## config.mk

```make
export PLATFORM = sky130hd
export DESIGN_NAME = axi_lite_arb2
export DESIGN_NICKNAME = d
export VERILOG_FILES = /design/src/rtl/axi_lite_arb2_pkg.sv /design/src/rtl/arb_rr2_pick.sv /design/src/rtl/axi_lite_arb2.sv
export SDC_FILE = /design/constraint.sdc
export NUM_CORES = 1
export LEC_CHECK = 0
export ABC_AREA = 1
export CORE_AREA = 2 2 143 145
export DETAILED_ROUTE_END_ITERATION = 16
export DIE_AREA = 0 0 145 147
export HOLD_SLACK_MARGIN = 0.03
export SYNTH_ARGS = -nofsm -noshare
export SYNTH_HDL_FRONTEND = slang
export SYNTH_SLANG_ARGS = --single-unit
```

## constraint.sdc

```tcl
create_clock -name clk -period 1.5 [get_ports clk]
set_input_delay 0.15 -clock clk [delete_from_list [all_inputs] [get_ports clk]]
set_output_delay 0.15 -clock clk [all_outputs]
set_load 0.005 [all_outputs]
```

## src/rtl/axi_lite_arb2_pkg.sv

```systemverilog
// ============================================================================
// Module : axi_lite_arb2_pkg
// Brief  : Shared widths, arbiter state encoding and a next-state helper for
//          the two-master AXI-lite arbiter.
// Rev    : 1.0 - initial release
// ============================================================================
`default_nettype none

package axi_lite_arb2_pkg;

  // Default bus widths of the instruction/data SRAM path
  localparam int unsigned INST_ADDR_BUS  = 32;
  localparam int unsigned MEM_DATA_BUS   = 32;
  localparam int unsigned MEM_STRB_BUS   = 8;
  localparam int unsigned RRESP_DATA_BUS = 2;

  // Arbiter grant states
  typedef enum logic [1:0] {
    ARB_IDLE  = 2'd0,
    ARB_G0_RD = 2'd1,
    ARB_G1_RD = 2'd2,
    ARB_G1_WR = 2'd3
  } arb_state_e;

  // The LSU presents read and write on separate channels; a read wins when
  // both are raised together.
  function automatic arb_state_e arb_m1_target(input logic i_ar);
    return i_ar ? ARB_G1_RD : ARB_G1_WR;
  endfunction

endpackage

`default_nettype wire

```

## src/rtl/arb_rr2_pick.sv

```systemverilog
// ============================================================================
// Module : arb_rr2_pick
// Brief  : Two-requester round-robin pick. The requester that was not granted
//          last wins a tie.
// Rev    : 1.0 - initial release
// ============================================================================
`default_nettype none

module arb_rr2_pick
  import axi_lite_arb2_pkg::*;
(
  input  logic i_req0,
  input  logic i_req1,
  input  logic i_last_grant,
  output logic o_gnt0,
  output logic o_gnt1
);

  // last_grant = 1 means master 1 went last, so master 0 wins a tie
  always_comb begin
    o_gnt0 = i_req0 & (~i_req1 | i_last_grant);
    o_gnt1 = i_req1 & (~i_req0 | ~i_last_grant);
  end

endmodule

`default_nettype wire

```

## src/rtl/axi_lite_arb2.sv

```systemverilog
// ============================================================================
// Module : axi_lite_arb2
// Brief  : Two-master (IFU read-only, LSU read/write) to one-slave AXI-lite
//          arbiter. One transaction owns the slave from grant until its
//          response handshake; response channels are pure pass-through.
// Rev    : 1.0 - initial release
// ============================================================================
`default_nettype none

module axi_lite_arb2
  import axi_lite_arb2_pkg::*;
#(
  parameter int unsigned ADDR_W = INST_ADDR_BUS,
  parameter int unsigned DATA_W = MEM_DATA_BUS,
  parameter int unsigned STRB_W = MEM_STRB_BUS,
  parameter int unsigned RESP_W = RRESP_DATA_BUS
) (
  input  logic              clk,
  input  logic              rst,
  // master 0 (IFU) read
  input  logic [ADDR_W-1:0] i_m0_araddr,
  input  logic              i_m0_arvalid,
  output logic              o_m0_arready,
  output logic [DATA_W-1:0] o_m0_rdata,
  output logic [RESP_W-1:0] o_m0_rresp,
  output logic              o_m0_rvalid,
  input  logic              i_m0_rready,
  // master 1 (LSU) read
  input  logic [ADDR_W-1:0] i_m1_araddr,
  input  logic              i_m1_arvalid,
  output logic              o_m1_arready,
  output logic [DATA_W-1:0] o_m1_rdata,
  output logic [RESP_W-1:0] o_m1_rresp,
  output logic              o_m1_rvalid,
  input  logic              i_m1_rready,
  // master 1 (LSU) write
  input  logic [ADDR_W-1:0] i_m1_awaddr,
  input  logic              i_m1_awvalid,
  output logic              o_m1_awready,
  input  logic [DATA_W-1:0] i_m1_wdata,
  input  logic [STRB_W-1:0] i_m1_wstrb,
  input  logic              i_m1_wvalid,
  output logic              o_m1_wready,
  output logic [RESP_W-1:0] o_m1_bresp,
  output logic              o_m1_bvalid,
  input  logic              i_m1_bready,
  // slave (SRAM)
  output logic [ADDR_W-1:0] o_s_araddr,
  output logic              o_s_arvalid,
  input  logic              i_s_arready,
  input  logic [DATA_W-1:0] i_s_rdata,
  input  logic [RESP_W-1:0] i_s_rresp,
  input  logic              i_s_rvalid,
  output logic              o_s_rready,
  output logic [ADDR_W-1:0] o_s_awaddr,
  output logic              o_s_awvalid,
  input  logic              i_s_awready,
  output logic [DATA_W-1:0] o_s_wdata,
  output logic [STRB_W-1:0] o_s_wstrb,
  output logic              o_s_wvalid,
  input  logic              i_s_wready,
  input  logic [RESP_W-1:0] i_s_bresp,
  input  logic              i_s_bvalid,
  output logic              o_s_bready
);

  arb_state_e        r_state;
  logic              r_last_grant;
  logic              r_addr_done;
  logic [ADDR_W-1:0] r_awaddr;

  logic w_req0;
  logic w_req1;
  logic w_gnt0;
  logic w_gnt1;
  logic w_exit;
  logic w_addr_hs;

  assign w_req0 = i_m0_arvalid;
  assign w_req1 = i_m1_arvalid | i_m1_awvalid;

  arb_rr2_pick u_pick (
    .i_req0       (w_req0),
    .i_req1       (w_req1),
    .i_last_grant (r_last_grant),
    .o_gnt0       (w_gnt0),
    .o_gnt1       (w_gnt1)
  );

  // Address-channel handshake and response-complete (exit) for the owner
  always_comb begin
    w_exit    = 1'b0;
    w_addr_hs = 1'b0;
    case (r_state)
      ARB_G0_RD: begin
        w_exit    = i_s_rvalid & i_m0_rready;
        w_addr_hs = o_s_arvalid & i_s_arready;
      end
      ARB_G1_RD: begin
        w_exit    = i_s_rvalid & i_m1_rready;
        w_addr_hs = o_s_arvalid & i_s_arready;
      end
      ARB_G1_WR: begin
        w_exit    = i_s_bvalid & i_m1_bready;
        w_addr_hs = o_s_awvalid & i_s_awready;
      end
      default: ;
    endcase
  end

  // Grant FSM, round-robin history and the captured write address
  always_ff @(posedge clk or negedge rst) begin
    if (!rst) begin
      r_state      <= ARB_IDLE;
      r_last_grant <= 1'b1;
      r_addr_done  <= 1'b0;
      r_awaddr     <= '0;
    end else begin
      case (r_state)
        ARB_IDLE: begin
          if (w_gnt0) begin
            r_state      <= ARB_G0_RD;
            r_last_grant <= 1'b0;
          end else if (w_gnt1) begin
            r_state      <= arb_m1_target(i_m1_arvalid);
            r_last_grant <= 1'b1;
          end
        end
        default: begin
          if (w_exit) begin
            r_state     <= ARB_IDLE;
            r_addr_done <= 1'b0;
            r_awaddr    <= '0;
          end else if (w_addr_hs) begin
            r_addr_done <= 1'b1;
            if (r_state == ARB_G1_WR) begin
              r_awaddr <= i_m1_awaddr;
            end
          end
        end
      endcase
    end
  end

  // Route the owning master to the slave; everything else is held at zero.
  // The address valid is gated after its handshake so a late-dropping master
  // cannot issue a second address inside one grant.
  always_comb begin
    o_m0_arready = 1'b0;
    o_m0_rdata   = '0;
    o_m0_rresp   = '0;
    o_m0_rvalid  = 1'b0;
    o_m1_arready = 1'b0;
    o_m1_rdata   = '0;
    o_m1_rresp   = '0;
    o_m1_rvalid  = 1'b0;
    o_m1_awready = 1'b0;
    o_m1_wready  = 1'b0;
    o_m1_bresp   = '0;
    o_m1_bvalid  = 1'b0;
    o_s_araddr   = '0;
    o_s_arvalid  = 1'b0;
    o_s_rready   = 1'b0;
    o_s_awaddr   = '0;
    o_s_awvalid  = 1'b0;
    o_s_wdata    = '0;
    o_s_wstrb    = '0;
    o_s_wvalid   = 1'b0;
    o_s_bready   = 1'b0;
    case (r_state)
      ARB_G0_RD: begin
        o_s_araddr   = i_m0_araddr;
        o_s_arvalid  = i_m0_arvalid & ~r_addr_done;
        o_m0_arready = i_s_arready & ~r_addr_done;
        o_m0_rdata   = i_s_rdata;
        o_m0_rresp   = i_s_rresp;
        o_m0_rvalid  = i_s_rvalid;
        o_s_rready   = i_m0_rready;
      end
      ARB_G1_RD: begin
        o_s_araddr   = i_m1_araddr;
        o_s_arvalid  = i_m1_arvalid & ~r_addr_done;
        o_m1_arready = i_s_arready & ~r_addr_done;
        o_m1_rdata   = i_s_rdata;
        o_m1_rresp   = i_s_rresp;
        o_m1_rvalid  = i_s_rvalid;
        o_s_rready   = i_m1_rready;
      end
      ARB_G1_WR: begin
        // The slave samples awaddr at W time, so hold the captured copy
        o_s_awaddr   = r_addr_done ? r_awaddr : i_m1_awaddr;
        o_s_awvalid  = i_m1_awvalid & ~r_addr_done;
        o_m1_awready = i_s_awready & ~r_addr_done;
        o_s_wdata    = i_m1_wdata;
        o_s_wstrb    = i_m1_wstrb;
        o_s_wvalid   = i_m1_wvalid;
        o_m1_wready  = i_s_wready;
        o_m1_bresp   = i_s_bresp;
        o_m1_bvalid  = i_s_bvalid;
        o_s_bready   = i_m1_bready;
      end
      default: ;
    endcase
  end

endmodule

`default_nettype wire

```

==> summary.txt <==
Die
  • Chip height: 147 µm
  • FP Rows: 52
  • Die ar.: 0.0213 mm²
  • Core area: 0.0198 mm²
  • Die X: 145 µm
  • # IOs: 372
  • Initial Utilization: 0.186

Synth
  • Mapped Cells: 691
  • Synth area leaders: nand2_1 26%, dfrtp_1 24%, inv_1 16%
  • Seq cells post-synth: 36
  • Synth warn: 0
  • Sequential element share of the synthesized area: 0.244
  • Syn avg cell area: 5.35 µm²
  • Netlist Area Pre-Place: 0.00370 mm²
  • Area leader, netlist: nand2_1
  • Top post-synthesis cells by count: 260 x nand2_1, 155 x inv_1, 100 x a21oi_1
  • Post-synth EDFFs: 0
  • Yosys cell types: 22
  • Ys async rst share: 1.00
  • Most numerous cell in the Yosys netlist: nand2_1
  • Share of the synthesized area in the top cell type: 0.264
  • Synth Flop Type: dfrtp_1
  • Synth Net Count: 882

Timing
  • Slew at the pin closest to its max-slew limit: 0.517 ns
  • Post-layout min period: 1.95 ns
  • Final setup violating endpoints: 220
  • FMAX: 513 MHz
  • Final period utilization: 1.30
  • Fin. Hold Viols: 0
  • Setup Skew: 0.00270 ns
  • Max-slew violation count: 0
  • Final worst slack: -0.448 ns
  • Relative slew slack: 0.655
  • RSZ-0062 raised after global routing: yes

Route
  • WL per Instance: 17.4 µm
  • Initial DRT Pass Iterations: 4
  • Initial DRC count: 203
  • Number of remaining DRC errors: 0
  • Post-DRT Antenna Nets: 0
  • DR vias/cell: 4.32
  • Final WL: 25.1 mm
  • Vias: 6226

Critical path
  • Worst path required time: 1.67 ns
  • Worst endpoint data arrival time: 2.12 ns
  • Startpoint Class: register
  • CP Capture Type: register
  • CP Max Fanout: 8
  • Crit Path Category: reg2reg

Final layout
  • Area growth, synth to finish: 176%
  • Diodes inserted: 0
  • Share of layout cells above drive strength 1: 0.543
  • Final core utilization: 0.515
  • Final Net Count: 1360

Power and ir drop
  • LEAKAGE: 5.73 nW
  • Sw frac: 0.455
  • Clk pwr share: 0.059
  • Power Internal: 9.84 mW
  • Sw Pwr: 8.22 mW
  • Register share of total power: 0.101
  • Peak supply drop: 890 µV
  • Pwr per Cell Area: 1770 mW/mm²
  • Combinational Power Share: 0.840

Clock tree
  • Max H-tree Level: 2
  • TritonCTS clock tree: yes
  • Clock Pin Slew Worst Setup and Hold Paths: 0.06 ns
  • Clock buffer depth: 2
  • Clock root buffer: clkbuf_16
  • CTS Sinks: 36
  • Worst skew pair latency: 0.28 ns
  • Number of CTS-inserted buffers: 5

Global route
  • Largest net degree at the start of global routing: 38
  • First-pass GRT wire length: 35.5 mm
  • Total track usage: 0.212
  • Initial antenna violation count: 1
  • Vias in the first global route: 6051
  • Gr ovfl total: 0

Placed design
  • IO Port Bufs: 371
  • Routability cong.: 0.852
  • Post-placement worst setup slack: -0.568 ns
  • Dpl hpwl: 16.3 mm

Outcome
  • Failing checks: setup timing
  • Status: finished with violations

Flow run
  • Maxcap violations: 0

Worst hold path
  • HP Class: in2async
-- logic make-up (layout without fill, tap and decap cells) --
family                   after synthesis  after routing  share of synthesized area
AND/OR/NAND/NOR                      306            310                      0.333
buffers and inverters                208            683                      0.222
AO/OA/AOI/OAI                        136            136                      0.184
flip-flops                            36             36                      0.244
adder cells (fa/ha/maj)                5              5                     0.0169
-- final timing paths --
path	slack (ns)	end	cells past startpoint	startpoint
worst min register to register	0.46	r_last_grant	2	r_last_grant
worst max register to register	-0.45	r_awaddr[6]	14	r_state[1]
worst max-delay path	-0.45	r_awaddr[6]	14	r_state[1]
min in group clk	0.46	r_last_grant	2	r_last_grant
max in group asynchronous	0.68	r_awaddr[29]	3	rst
worst min-delay path	0.45	r_awaddr[11]	3	rst
-- state kept, by name, summed over array words and instances (netlist names) --
signal        cells
r_awaddr         32
r_state           2
r_addr_done       1
r_last_grant      1
-- cell type report --
class	count	area, µm²
fillers	1939	9630
repair buffers	517	4940
multi-input cells	451	3280
flip-flops and latches	36	902
inverters	158	608
well taps	270	338
clock buffers	8	146
-- power by group through the flow --
stage	combinational (mW)	clock, mW	sequential, mW
2_1_floorplan	4.07	0	1.61
3_3_place_gp	9.59	0	1.67
3_5_place_dp	9.56	0	1.67
4_1_cts	13.0	1.09	1.75
5_1_grt	16.2	1.12	1.87
6_report	15.2	1.07	1.82
-- placed cells by master, fill, tap and decap left out, drive strengths merged --
cell type,count
nand3,35
clkdlybuf4s50,184
clkbuf,52
and3,2
buf,278
ha,5
clkdlybuf4s15,4
inv,158
dfstp,1
nor2,5
dlygate4sd2,6
o21ai,36
a21oi,100
nor3b,1
dfrtp,35
dlygate4sd3,1
nand2,267
-- layer usage --
layer	wire length, µm	part of all wire	track usage
met3	1640	0.065	0.0484
met5	13	0.00052	0
met2	12500	0.50	0.379
met4	928	0.037	0.0713
met1	9940	0.40	0.250
-- repair_timing --
action                                 4_1_cts  5_1_grt
pin swaps                                   13       49
cloned                                      17       12
hold buffers                                 1        0
setup endpoints to repair                  221      221
resized for setup                          822      384
buffers inserted                            64       25
endpoints found under the hold margin       35        0
-- worst max-delay path, stage by stage (launching register included) --
cell and delay (ns):
dfrtp_1 0.40, buf_6 0.14, ha_4 0.17, buf_12 0.13
buf_8 0.12, buf_16 0.13, inv_8 0.05, nor2_4 0.03
nand2_2 0.05, nand2_2 0.08, nand3_4 0.10, buf_12 0.17
nand2_4 0.13, nand2_1 0.09, nand2_1 0.05
-- per-stage QoR --
| stage | power, mW | cell area (µm²) | instances | setup TNS [ns] | hold WS, ns |
|---|---|---|---|---|---|
| 6_report | 18.1 | 10200 | 1440 | -57.19 | 0.447 |
| 5_1_grt | 19.2 | 10200 | 1440 | -69.53 | 0.501 |
| 4_1_cts | 15.9 | 9300 | 1416 | -64.25 | 0.464 |
| 3_5_place_dp | 11.2 | 8030 | 1326 | -65.41 | 0.238 |
| 3_3_place_gp | 11.3 | 8030 | 1326 | -64.20 | 0.234 |
| 2_1_floorplan | 5.68 | 3760 | 691 | -1.29 | -0.146 |
No activity file was read; power rests on OpenSTA's default activity.
